`config.mk`:
```
export PLATFORM = sky130hd
export DESIGN_NAME = cache_ctrl_flat
export DESIGN_NICKNAME = d
export VERILOG_FILES = /design/src/rtl/cache_ctrl_if.sv /design/src/rtl/cache_ctrl.sv /design/src/flat_wrapper.sv
export SDC_FILE = /design/constraint.sdc
export NUM_CORES = 1
export LEC_CHECK = 0
export ABC_CLOCK_PERIOD_IN_PS = 5400
export CAP_MARGIN = 20
export CELL_PAD_IN_SITES_DETAIL_PLACEMENT = 1
export CELL_PAD_IN_SITES_GLOBAL_PLACEMENT = 1
export CORE_MARGIN = 2
export CORE_UTILIZATION = 44
export DETAILED_ROUTE_END_ITERATION = 6
export PLACE_DENSITY_LB_ADDON = 0.1
export SYNTH_ARGS = -nofsm -noshare
export SYNTH_HDL_FRONTEND = slang
export SYNTH_SLANG_ARGS = --single-unit
```
`constraint.sdc`:
```
create_clock -name clk -period 5.4 [get_ports clk]
set_input_delay 0.54 -clock clk [delete_from_list [all_inputs] [get_ports clk]]
set_output_delay 0.54 -clock clk [all_outputs]
set_load 0.02 [all_outputs]
```
`src/rtl/cache_ctrl_if.sv`:
```
// CPU load/store port and backing-memory port of the direct-mapped cache controller.
// The controller uses the slave view; the CPU/memory environment uses the master view.
interface cache_ctrl_if;
  logic        cpu_req;
  logic        cpu_we;
  logic [31:0] cpu_addr;
  logic [31:0] cpu_wdata;
  logic [31:0] cpu_rdata;
  logic        cpu_ready;
  logic        cpu_hit;

  logic        mem_req;
  logic        mem_we;
  logic [31:0] mem_addr;
  logic [31:0] mem_wdata;
  logic [31:0] mem_rdata;
  logic        mem_ack;

  modport slave (
    input  cpu_req, cpu_we, cpu_addr, cpu_wdata,
    output cpu_rdata, cpu_ready, cpu_hit,
    output mem_req, mem_we, mem_addr, mem_wdata,
    input  mem_rdata, mem_ack
  );

  modport master (
    output cpu_req, cpu_we, cpu_addr, cpu_wdata,
    input  cpu_rdata, cpu_ready, cpu_hit,
    input  mem_req, mem_we, mem_addr, mem_wdata,
    output mem_rdata, mem_ack
  );
endinterface

```
`src/rtl/cache_ctrl.sv`:
```
// Direct-mapped, one-word-per-block, write-back/write-allocate data cache controller
// with tag/valid/dirty/data arrays and wrapping hit/miss counters.
module cache_ctrl #(
  parameter int INDEX_BITS = 3,
  parameter int COUNT_W    = 16
) (
  input  logic               clk,
  input  logic               rst_n,
  cache_ctrl_if.slave        bus,
  output logic [COUNT_W-1:0] hit_count,
  output logic [COUNT_W-1:0] miss_count,
  output logic [2:0]         state_dbg
);
  localparam int NBLK  = 1 << INDEX_BITS;
  localparam int TAG_W = 30 - INDEX_BITS;

  typedef enum logic [2:0] {
    IDLE      = 3'd0,
    COMPARE   = 3'd1,
    WRITEBACK = 3'd2,
    ALLOCATE  = 3'd3
  } state_e;

  state_e              state_q, state_d;
  logic [29:0]         addr_q, addr_d;
  logic                we_q, we_d;
  logic [31:0]         wdata_q, wdata_d;
  logic                miss_q, miss_d;
  logic [31:0]         cpu_rdata_q, cpu_rdata_d;
  logic                cpu_ready_q, cpu_ready_d;
  logic                cpu_hit_q, cpu_hit_d;
  logic                mem_req_q, mem_req_d;
  logic                mem_we_q, mem_we_d;
  logic [31:0]         mem_addr_q, mem_addr_d;
  logic [31:0]         mem_wdata_q, mem_wdata_d;
  logic [COUNT_W-1:0]  hit_cnt_q, hit_cnt_d;
  logic [COUNT_W-1:0]  miss_cnt_q, miss_cnt_d;
  logic [NBLK-1:0]     valid_q, valid_d;
  logic [NBLK-1:0]     dirty_q, dirty_d;

  logic [31:0]         data_q [NBLK];
  logic [TAG_W-1:0]    tag_q  [NBLK];

  logic                  data_we;
  logic [31:0]           data_wval;
  logic                  tag_we;
  logic [INDEX_BITS-1:0] idx;
  logic [TAG_W-1:0]      tag_lat;
  logic                  hit;

  // The latched word address supplies both index and tag for every phase of the access.
  assign idx     = addr_q[INDEX_BITS-1:0];
  assign tag_lat = addr_q[29:INDEX_BITS];
  assign hit     = valid_q[idx] && (tag_q[idx] == tag_lat);

  always_comb begin
    state_d     = state_q;
    addr_d      = addr_q;
    we_d        = we_q;
    wdata_d     = wdata_q;
    miss_d      = miss_q;
    cpu_rdata_d = cpu_rdata_q;
    cpu_ready_d = 1'b0;
    cpu_hit_d   = cpu_hit_q;
    mem_req_d   = mem_req_q;
    mem_we_d    = mem_we_q;
    mem_addr_d  = mem_addr_q;
    mem_wdata_d = mem_wdata_q;
    hit_cnt_d   = hit_cnt_q;
    miss_cnt_d  = miss_cnt_q;
    valid_d     = valid_q;
    dirty_d     = dirty_q;
    data_we     = 1'b0;
    data_wval   = wdata_q;
    tag_we      = 1'b0;

    case (state_q)
      IDLE: begin
        if (bus.cpu_req) begin
          addr_d  = bus.cpu_addr[31:2];
          we_d    = bus.cpu_we;
          wdata_d = bus.cpu_wdata;
          miss_d  = 1'b0;
          state_d = COMPARE;
        end
      end

      COMPARE: begin
        if (hit) begin
          if (we_q) begin
            data_we      = 1'b1;
            data_wval    = wdata_q;
            dirty_d[idx] = 1'b1;
          end else begin
            cpu_rdata_d = data_q[idx];
          end
          cpu_ready_d = 1'b1;
          cpu_hit_d   = ~miss_q;
          // An access that needed a fill counts as a miss even though its re-compare hits.
          if (miss_q) miss_cnt_d = miss_cnt_q + COUNT_W'(1);
          else        hit_cnt_d  = hit_cnt_q + COUNT_W'(1);
          state_d = IDLE;
        end else begin
          miss_d    = 1'b1;
          mem_req_d = 1'b1;
          if (valid_q[idx] && dirty_q[idx]) begin
            mem_we_d    = 1'b1;
            mem_addr_d  = {tag_q[idx], idx, 2'b00};
            mem_wdata_d = data_q[idx];
            state_d     = WRITEBACK;
          end else begin
            mem_we_d   = 1'b0;
            mem_addr_d = {tag_lat, idx, 2'b00};
            state_d    = ALLOCATE;
          end
        end
      end

      WRITEBACK: begin
        // mem_req stays high straight into the fill request.
        if (bus.mem_ack) begin
          dirty_d[idx] = 1'b0;
          mem_we_d     = 1'b0;
          mem_addr_d   = {tag_lat, idx, 2'b00};
          state_d      = ALLOCATE;
        end
      end

      ALLOCATE: begin
        if (bus.mem_ack) begin
          data_we      = 1'b1;
          data_wval    = bus.mem_rdata;
          tag_we       = 1'b1;
          valid_d[idx] = 1'b1;
          dirty_d[idx] = 1'b0;
          mem_req_d    = 1'b0;
          state_d      = COMPARE;
        end
      end

      default: state_d = IDLE;
    endcase
  end

  always_ff @(posedge clk or negedge rst_n) begin
    if (!rst_n) begin
      state_q     <= IDLE;
      addr_q      <= '0;
      we_q        <= 1'b0;
      wdata_q     <= '0;
      miss_q      <= 1'b0;
      cpu_rdata_q <= '0;
      cpu_ready_q <= 1'b0;
      cpu_hit_q   <= 1'b0;
      mem_req_q   <= 1'b0;
      mem_we_q    <= 1'b0;
      mem_addr_q  <= '0;
      mem_wdata_q <= '0;
      hit_cnt_q   <= '0;
      miss_cnt_q  <= '0;
      valid_q     <= '0;
      dirty_q     <= '0;
    end else begin
      state_q     <= state_d;
      addr_q      <= addr_d;
      we_q        <= we_d;
      wdata_q     <= wdata_d;
      miss_q      <= miss_d;
      cpu_rdata_q <= cpu_rdata_d;
      cpu_ready_q <= cpu_ready_d;
      cpu_hit_q   <= cpu_hit_d;
      mem_req_q   <= mem_req_d;
      mem_we_q    <= mem_we_d;
      mem_addr_q  <= mem_addr_d;
      mem_wdata_q <= mem_wdata_d;
      hit_cnt_q   <= hit_cnt_d;
      miss_cnt_q  <= miss_cnt_d;
      valid_q     <= valid_d;
      dirty_q     <= dirty_d;
    end
  end

  // Data and tag storage keep their contents across reset; valid bits guard them.
  always_ff @(posedge clk) begin
    if (data_we) data_q[idx] <= data_wval;
    if (tag_we)  tag_q[idx]  <= tag_lat;
  end

  assign bus.cpu_rdata = cpu_rdata_q;
  assign bus.cpu_ready = cpu_ready_q;
  assign bus.cpu_hit   = cpu_hit_q;
  assign bus.mem_req   = mem_req_q;
  assign bus.mem_we    = mem_we_q;
  assign bus.mem_addr  = mem_addr_q;
  assign bus.mem_wdata = mem_wdata_q;
  assign hit_count     = hit_cnt_q;
  assign miss_count    = miss_cnt_q;
  assign state_dbg     = state_q;
endmodule

```
`src/flat_wrapper.sv`:
```
// flat-port wrapper written by rule: the top's interface ports become plain ports
module cache_ctrl_flat 
#(
  parameter int INDEX_BITS = 3,
  parameter int COUNT_W    = 16
)
  (clk, rst_n, hit_count, miss_count, state_dbg, bus_cpu_req, bus_cpu_we, bus_cpu_addr, bus_cpu_wdata, bus_cpu_rdata, bus_cpu_ready, bus_cpu_hit, bus_mem_req, bus_mem_we, bus_mem_addr, bus_mem_wdata, bus_mem_rdata, bus_mem_ack);
  cache_ctrl_if bus_i ();
  input  logic clk;
  input  logic rst_n;
  output logic [COUNT_W-1:0] hit_count;
  output logic [COUNT_W-1:0] miss_count;
  output logic [2:0] state_dbg;
  input wire logic [$bits(bus_i.cpu_req)-1:0] bus_cpu_req;
  input wire logic [$bits(bus_i.cpu_we)-1:0] bus_cpu_we;
  input wire logic [$bits(bus_i.cpu_addr)-1:0] bus_cpu_addr;
  input wire logic [$bits(bus_i.cpu_wdata)-1:0] bus_cpu_wdata;
  output wire logic [$bits(bus_i.cpu_rdata)-1:0] bus_cpu_rdata;
  output wire logic [$bits(bus_i.cpu_ready)-1:0] bus_cpu_ready;
  output wire logic [$bits(bus_i.cpu_hit)-1:0] bus_cpu_hit;
  output wire logic [$bits(bus_i.mem_req)-1:0] bus_mem_req;
  output wire logic [$bits(bus_i.mem_we)-1:0] bus_mem_we;
  output wire logic [$bits(bus_i.mem_addr)-1:0] bus_mem_addr;
  output wire logic [$bits(bus_i.mem_wdata)-1:0] bus_mem_wdata;
  input wire logic [$bits(bus_i.mem_rdata)-1:0] bus_mem_rdata;
  input wire logic [$bits(bus_i.mem_ack)-1:0] bus_mem_ack;
  assign bus_i.cpu_req = bus_cpu_req;
  assign bus_i.cpu_we = bus_cpu_we;
  assign bus_i.cpu_addr = bus_cpu_addr;
  assign bus_i.cpu_wdata = bus_cpu_wdata;
  assign bus_cpu_rdata = bus_i.cpu_rdata;
  assign bus_cpu_ready = bus_i.cpu_ready;
  assign bus_cpu_hit = bus_i.cpu_hit;
  assign bus_mem_req = bus_i.mem_req;
  assign bus_mem_we = bus_i.mem_we;
  assign bus_mem_addr = bus_i.mem_addr;
  assign bus_mem_wdata = bus_i.mem_wdata;
  assign bus_i.mem_rdata = bus_mem_rdata;
  assign bus_i.mem_ack = bus_mem_ack;
  cache_ctrl #(.INDEX_BITS(INDEX_BITS), .COUNT_W(COUNT_W)) u_core (.clk(clk), .rst_n(rst_n), .bus(bus_i), .hit_count(hit_count), .miss_count(miss_count), .state_dbg(state_dbg));
endmodule
```
==> impl_metrics.ini <==
[outcome]
status = finished, final reports clean

[placement]
dp.final_hpwl_mm = 43.6
postPlaceCellArea_mm2 = 0.0308
gp_congestion = 0.769
portBuffers = 230

[sta]
fin_tns_setup_ns = 0
hold_viol = 0
min_period_ns = 4.66
rsz0062_at_grt = false
fin_crit_sh_pct = 86.3
setup_viol = 0
worst_pin_slew_ns = 1.02
slew_viol_final = 0
clock.fmax_mhz = 215
slew_headroom_pct = 31.4
clock_skew_ns = 0.0311
whs_ns = 0.467

[global_routing]
grt_pass1_vias = 17000
grt_first_pass_wirelength_mm = 107
antenna_found_initial = 1
grt_usage_pct = 22.4
grt_start_max_net_pins = 117
grt_overflow = 0

[clock_network]
cts_resized = 0
cts.sinks = 684
worstSkewPairLatency_ns = 0.62
cts_tree = built
ctsHoldBuffers = 1
cts_inserted_buffers = 75
h-tree-depth = 3
clk_pin_slew_ns = 0.05
cts_root_buf = clkbuf_16
clockBufferDepth = 3
post_cts.repair.setup_buffers = 0

[setup_path]
worstPathArrival_ns = 4.97
r2r_start = u_core.addr_q[1]
cp-start-kind = flip-flop
cpMostUsedCell = buf_4
cp.required_ns = 5.71
cp_max_fo = 37
crit_path_top_delay_cell = dfrtp_4
worstSetupPathType = reg2reg
path_cells = nand2b_1, o22ai_1, nor3_1, nor4b_1, nand4_1, nor4_2, nand2_1, buf_4, a21oi_4, buf_4
setup.worst_path.end_class = flip-flop
reg2reg_to = u_core.data_q[6][3]
r2r_slack_ns = 0.74
r2r.worst_path.cells = 10
cp_slowest_stage_delay_ns = 0.83

[final_layout]
syn_to_final_growth_pct = 21.8
final_util_pct = 53.9
stdcell_area_mm2 = 0.0331
layout.nets = 2077
final_layout_size_suffix_gt1_share_pct = 22.2

[synth]
yosysMostFrequentCell = edfxtp_1
yosys-top-cells-area = edfxtp_1 52%, dfrtp_1 20%, mux2_2 9.0%
async_flop_share_pct = 31.0
synth_seq_area_share_pct = 71.7
ys.flop_type = edfxtp_1
synth_area_mm2 = 0.0271
synth_warnings = 0
syn_inst = 1700
syn_avg_cell_area_um2 = 16.0
synth_seq_cells = 684
yosys-top-cells-count = 472 x edfxtp_1, 216 x mux2_2, 212 x dfrtp_1, 170 x nand2_1
synth.top_cell.area_share_pct = 52.2
synth.distinct_cells = 62
synth_edf_count = 472
synth_top_cell_by_area = edfxtp_1

[floorplan]
die_w_um = 252
core_area_mm2 = 0.0614
die-area_mm2 = 0.0637
rows = 91
io_pins = 236
die_y_um = 252
start_util_pct = 44.2

[detailed_routing]
route.detailed.drc = 0
num_vias = 15900
highest_layer = met4
avgViaCountPerCell = 5.65
drt_iter0_drc = 1127
route.met3.wl_mm = 3.33
drt-wirelength-per-cell_um = 24.9
dr_wl_met2_mm = 33.7
wl_met1_mm = 31.7
drt_pass1_iterations = 5
drtAntennaViolNets = 0
drt_wl_total_mm = 70.3

[hold_path]
holdPathStages = 1
holdPathEnd = u_core.valid_q[5]
min_from = u_core.valid_q[5]
hold_class = reg2reg

[power]
power_density_mw_per_mm2 = 352
cellLeakagePower_nw = 12.2
peakVddDrop_mv = 0.199

[job]
maxCapViolCount = 0
stage by stage:
step	setup WS (ns)	total power, mW	cells
3_5_place_dp	0.724	6.92	2686
3_3_place_gp	0.662	6.88	2686
2_1_floorplan	-0.182	6.46	1702
6_report	0.741	11.7	2822
4_1_cts	0.699	11.8	2821
5_1_grt	0.487	12.0	2822
registers in the layout, summed over array words and instances (netlist names), 16 cells and up, named ones only:
| name | count |
|---|---|
| u_core.bus.cpu_rdata | 32 |
| u_core.wdata_q | 32 |
| u_core.hit_count | 16 |
| u_core.tag_q | 216 |
| u_core.miss_count | 16 |
| u_core.data_q | 256 |
| u_core.addr_q | 30 |
| u_core.bus.mem_wdata | 32 |
| u_core.bus.mem_addr | 30 |
cells in the final DEF, fill, tap and decap left out, drive strengths merged, types with 27 or more instances in the layout:
cell type | netlist | layout
edfxtp | 472 | 472
dfrtp | 212 | 212
clkdlybuf4s50 | 0 | 229
nor2 | 44 | 44
nand2 | 170 | 170
mux2 | 220 | 220
buf | 43 | 59
a22oi | 52 | 52
mux2i | 53 | 53
nand3 | 27 | 27
o21ai | 41 | 41
clkbuf | 51 | 106
critical path, delay by kind of cell, from the launching register on:
kind / cells / cell delay (ns)
buffers and inverters: 2 / 0.53
AO/OA/AOI/OAI: 2 / 0.78
flip-flops: 1 / 0.83
AND/OR/NAND/NOR: 6 / 2.15
cell families (layout without fill, tap and decap cells):
family | after synthesis | in the layout | synth area share, %
buffers and inverters | 105 | 434 | 1.80
AND/OR/NAND/NOR | 340 | 340 | 5.86
multiplexers | 298 | 298 | 13.2
other | 1 | 4 | 0.0138
flip-flops | 684 | 684 | 71.7
AO/OA/AOI/OAI | 227 | 227 | 5.89
XOR/XNOR | 43 | 43 | 1.39
adder cells (fa/ha/maj) | 2 | 2 | 0.0922
where the power goes:
part	switching, mW	total (mW)	leakage, nW	internal [mW]
clock network	2.02	4.85	1.14	2.83
logic	0.506	0.880	3.96	0.374
registers	0.118	5.92	7.15	5.81
routing by layer:
metal	up-vias	track usage [%]
met5	-	0
met4	0	6.22
met3	107	3.88
met2	422	36.5
met1	8375	31.0
li1	7044	-
cell type report:
cell class	instances	area, um2
fill	5747	28300
clock inverter	28	184
inverter	11	41.3
clock buffer	106	2130
sequential	684	19500
timing repair buffer	289	2870
multi-input combinational	913	7380
tap	790	988
antenna	1	2.50
how the worst max path moves through the flow:
stage	startpoint	endpoint	slack [ns]	depth (start not counted)
final	u_core.addr_q[1]	u_core.data_q[6][3]	0.74	10
after global routing	u_core.addr_q[1]	u_core.data_q[4][27]	0.49	10
after CTS	u_core.addr_q[1]	u_core.data_q[6][3]	0.70	10
after detailed placement	u_core.addr_q[1]	u_core.data_q[6][8]	0.72	10
after global placement	u_core.addr_q[1]	u_core.data_q[6][8]	0.66	10
after floorplan	u_core.addr_q[1]	u_core.data_q[0][0]	-0.18	11
(Power assumes the default switching activity.)
==> edit 1 (same settings) <==
`INDEX_BITS` is set to 3 in 2 places; all go to 4.
--- a/src/rtl/cache_ctrl.sv
+++ b/src/rtl/cache_ctrl.sv
@@ -2,5 +2,5 @@
 // with tag/valid/dirty/data arrays and wrapping hit/miss counters.
 module cache_ctrl #(
-  parameter int INDEX_BITS = 3,
+  parameter int INDEX_BITS = 4,
   parameter int COUNT_W    = 16
 ) (
--- a/src/flat_wrapper.sv
+++ b/src/flat_wrapper.sv
@@ -2,5 +2,5 @@
 module cache_ctrl_flat 
 #(
-  parameter int INDEX_BITS = 3,
+  parameter int INDEX_BITS = 4,
   parameter int COUNT_W    = 16
 )
Formal check against the unedited RTL: same outputs for any inputs over 4 cycles, from zero or initial values and one cycle with rst_n low; that may be too few to reach the edited logic, so the function may still have changed.
==> edit 1 against the unedited design <==
Total power up 96%; non-clock buffer count grew 57; setup slack got worse by 0.33 ns; synthesized area rose by 72%; clock power increased by 68%; count of clock-buffer cells in the layout rose by 48; sequential cell count grew 472; routed wire length grew 79%; cell count grew 51%; cell area is 68% higher; via count up 55%; largest power group unchanged.
==> edit 1: results (changes against the unedited design) <==
Finish
  • Buffering overhead: 6.68% (-2.0 points)
  • Clock buf/inv share: 7.04% (+0.050 points)
  • FF+latch count: 1156 (+69%)
  • Clock buffer count in the final layout: 154 (+45%)
  • Comb_multi_in: 1109 (+21%)
  • Inverters: 38 (+27)

Route
  • Detailed-route via count: 24700 (+55%)
  • Routed WL: 126000 um (+79%)
  • DR WL/cell: 29.4 um (+18%)

Worst setup path
  • Reg-to-reg setup timing slack: 0.41 ns (-0.33 ns)
  • Worst-path fanout max: 39 (+5.4%)

Yosys
  • Number of distinct library cells after synthesis: 71 (+15%)
  • Complex-gate fraction of the synthesized area: 2.59% (-3.3 points)
  • Top cells by count, synth: edfxtp_1, mux4_2, dfrtp_1
  • Sequential element share of the synthesized area: 72.1% (+0.35 points)
  • Post-synthesis mux area share: 19.1% (+5.9 points)
  • Number of synthesized flops with an enable pin: 928 (+97%)
  • Async set-reset flop share out of synthesis: 19.7% (-11 points)

STA
  • Clk_skew: 0.0250 ns (-0.00610 ns)
  • Worst hold slack: 0.392 ns (-0.0741 ns)
  • Upper clock frequency limit: 200 MHz (-6.7%)

Global routing
  • Met2 usage: 39.5% (+3.0 points)
  • First-pass GRT wire length: 185000 um (+74%)

Power and ir drop
  • Switching part of the total: 26.5% (+3.8 points)
  • Max IR drop VDD: 0.000272 V (+36%)
  • Total Power: 22.8 mW (+96%)

Placement
  • Placed Area: 0.0515 mm2 (+68%)

Worst hold path
  • Worst min-delay path class: primary input to flip-flop

Status
  • Status: finished clean
## edit 1: cell count changes after synthesis, moves of 24 or more
| cell | delta |
|---|---|
| edfxtp_1 | +456 |
| mux4_2 | +219 |
| nand2_1 | -58 |
| mux2i_1 | +52 |
| mux2_2 | -41 |
| mux2_1 | +30 |
| a22oi_1 | -26 |
| buf_1 | +24 |
| inv_1 | +24 |
| nor2_1 | +24 |
## edit 1: path summary, 6_finish.rpt
check | end | cells past startpoint
max | u_core.data_q[13][4]$_DFFE_PP_ | 12
min | u_core.addr_q[3]$_DFFE_PN0P_ | 3
max reg2reg | u_core.data_q[13][4]$_DFFE_PP_ | 12
min reg2reg | u_core.valid_q[2]$_DFFE_PN0P_ | 1
max in group asynchronous | u_core.bus.cpu_rdata[16]$_DFFE_PN0P_ | 3
min in group asynchronous | u_core.addr_q[13]$_DFFE_PN0P_ | 2
## edit 1: repair_timing
item | CTS | global route
setup buffers | 0 | 0
hold endpoints to repair | 74 | 0
hold buffers | 1 | 0
==> edit 2 (same settings) <==
Without the edit above. Reset style: synchronous (`rst_n`), changed in one clocked block.
--- a/src/rtl/cache_ctrl.sv
+++ b/src/rtl/cache_ctrl.sv
@@ -143,5 +143,5 @@
   end
 
-  always_ff @(posedge clk or negedge rst_n) begin
+  always_ff @(posedge clk) begin
     if (!rst_n) begin
       state_q     <= IDLE;
Behaviour: differs if rst_n is asserted again (counterexample within 4 cycles, from zero or initial values and one cycle with rst_n low); with rst_n held inactive, the same outputs for 4 cycles.
==> edit 2 against the unedited design <==
Synthesized area grew 1.7%; routed wire length grew 0.20%; clock skew shrank 0.0027 ns; count of clock-buffer cells in the layout shrank 6; cell area grew 1.2%; critical path depth grew 1; first-iteration DRC count shrank 7.6%; setup slack gained 0.26 ns; sequential cell count grew 3; highest routed layer unchanged; total power grew 1.2%.
==> edit 2: results (changes against the unedited design) <==
Finish
  • Number of diodes: 0 (-1)
  • Non-Filler Instances: 3019 (+7.0%)
  • Nets@finish: 2223 (+7.0%)
  • Layout cells sized above 1: 19.3% (-2.9 points)
  • Top flop regs: u_core.data_q x256, u_core.tag_q x216

Yosys
  • Most common flop cell mapped by yosys: edfxtp_1
  • Avg Cell Area, Syn: 14.6 um2 (-8.4%)
  • Async set-reset flop share out of synthesis: 0% (-31 points)
  • Top cells by count, synth: edfxtp_1, nand2_1, dfxtp_1
  • Synth area leaders: edfxtp_1, dfxtp_1, mux4_2
  • Number of distinct library cells after synthesis: 55 (-11%)
  • Sequential element share of the synthesized area: 66.9% (-4.8 points)
  • Synth Warn #: 0 (unchanged)
  • Number of synthesized flops with an enable pin: 472 (unchanged)

CTS
  • H-tree levels: 3 (unchanged)
  • CTS Buffer Depth: 3 (unchanged)
  • PostCTS Resize Cnt: 0 (unchanged)
  • TritonCTS Buffers: 74 (-1.3%)
  • Post-CTS Setup Inserts: 0 (unchanged)
  • Clk root buf: clkbuf_16
  • Clk pin slew, worst setup/hold paths: 0.06 ns
  • Clock Latency Late Sink: 0.62 ns (about the same)

Placement
  • Placer Congestion: 0.753 (-2.1%)
  • DP HPWL: 43200 um (-0.91%)
  • IO buf count: 230 (unchanged)
  • Cell Count Post-Placement: 2881 (+7.3%)

Worst setup path
  • Reg2reg end: u_core.bus.cpu_rdata[31]$_SDFFE_PN0P_
  • Reg2Reg Depth: 11 (+1)
  • Critical Path AT: 4.93 ns (-0.04 ns)
  • Slowest stage delay, CP: 0.65 ns (-0.18 ns)
  • Cell family with most CP delay: simple AND/OR/NAND/NOR gates
  • Max stage delay cell, worst path: dfxtp_4
  • CP Buf/Inv Count: 3 (+1)
  • Reg-to-reg setup timing slack: 1.0 ns (+0.26 ns)
  • Worst-path fanout max: 32 (-14%)

Worst hold path
  • Worst min-delay path class: primary input to flip-flop
  • HP Start: rst_n
  • Worst Hold Path EP: u_core.miss_count[0]$_SDFFE_PN0P_
  • Worst Hold Path Cells: 3 (+2)

Power and ir drop
  • Max IR drop VDD: 0.000260 V (+30%)
  • LEAKAGE: 10.8 nW (-11%)

Route
  • Vias per Instance: 5.49 (-2.9%)
  • Iteration-0 DRC Markers: 1041 (-7.6%)
  • DR WL/cell: 23.3 um (-6.3%)
  • DR pass1 iterations: 5 (unchanged)

Global routing
  • Pin count of the biggest net entering global routing: 95 (-19%)
  • Vias in the first global route: 17800 (+4.5%)
  • Total GRT Usage: 22.1% (-0.26 points)
  • First-pass GRT wire length: 108000 um (+0.99%)
  • Initial antenna violation count: 0 (-1)

Status
  • Status: finished clean

STA
  • Worst Tran Pin Value: 1.05 ns (+0.0297 ns)
  • Clk_skew: 0.0283 ns (-0.00272 ns)
-- edit 2: cell types whose count changed after synthesis, sizes merged, moves of 19 or more --
cell / before / now
a21oi: 26 / 77
a221oi: 21 / 0
a22oi: 52 / 0
clkbuf: 51 / 70
dfrtp: 212 / 0
dfxtp: 0 / 215
mux2: 220 / 122
mux2i: 53 / 131
mux4: 25 / 89
nand2: 170 / 323
nand2b: 4 / 35
o21ai: 41 / 19
-- edit 2: metal layers --
layer  up-vias  part of all wire, %  global-route usage (%)  routed length [um]
met3        77                  4.2                    3.46                2970
met5         -                    0                       0                   0
met2       345                   49                    36.9               34500
met1      8578                   45                    30.2               31600
met4         0                  1.8                    5.83                1280
li1       7574                    -                       -                   -
-- edit 2: area by class of cell --
type,count,area (um2)
fill,5908,28300
sequential,687,18500
multi-input combinational,1072,8570
timing repair buffer,278,2800
clock buffer,100,2100
tap,837,1050
clock inverter,38,453
inverter,7,27.5
-- edit 2: stage by stage --
stage | hold WS [ns] | util (%) | worst slack (ns) | area [um2]
CTS | 0.304 | 54.2 | 0.917 | 33500
floorplan | 0.433 | - | 0.768 | 27600
detailed placement | 0.447 | 50.0 | 0.921 | 30900
global route | 0.324 | 54.2 | 0.697 | 33500
global placement | 0.438 | 50.0 | 0.969 | 30900
finish | 0.327 | 54.2 | 0.997 | 33500
-- edit 2: cells by family after synthesis --
family / after synthesis / synth area share, %
mux: 342 / 17.0
xor+xnor: 14 / 0.444
compound gates: 189 / 4.29
buf+inv: 131 / 2.54
flops: 687 / 66.9
simple gates: 522 / 8.68
fa+ha+maj: 2 / 0.0906
other cells: 1 / 0.0136
-- edit 2: worst min-delay path: stages --
cell and delay (ns):
buf_6 0.19, clkinv_2 0.11, nor2_1 0.04
-- edit 2: how the worst max path moves through the flow --
stage                                            endpoint  slack [ns]       from
CTS                 u_core.bus.cpu_rdata[16]$_SDFFE_PN0P_        0.92  flip-flop
floorplan                   u_core.data_q[3][0]$_DFFE_PP_        0.77  flip-flop
finish              u_core.bus.cpu_rdata[31]$_SDFFE_PN0P_         1.0  flip-flop
global route        u_core.bus.cpu_rdata[16]$_SDFFE_PN0P_        0.70  flip-flop
global placement            u_core.data_q[5][5]$_DFFE_PP_        0.97  flip-flop
detailed placement  u_core.bus.cpu_rdata[31]$_SDFFE_PN0P_        0.92  flip-flop
-- edit 2: power breakdown --
part	total, mW	switching [mW]	internal (mW)
registers	5.79	0.0880	5.70
logic	0.756	0.430	0.326
clock network	5.25	2.07	3.18
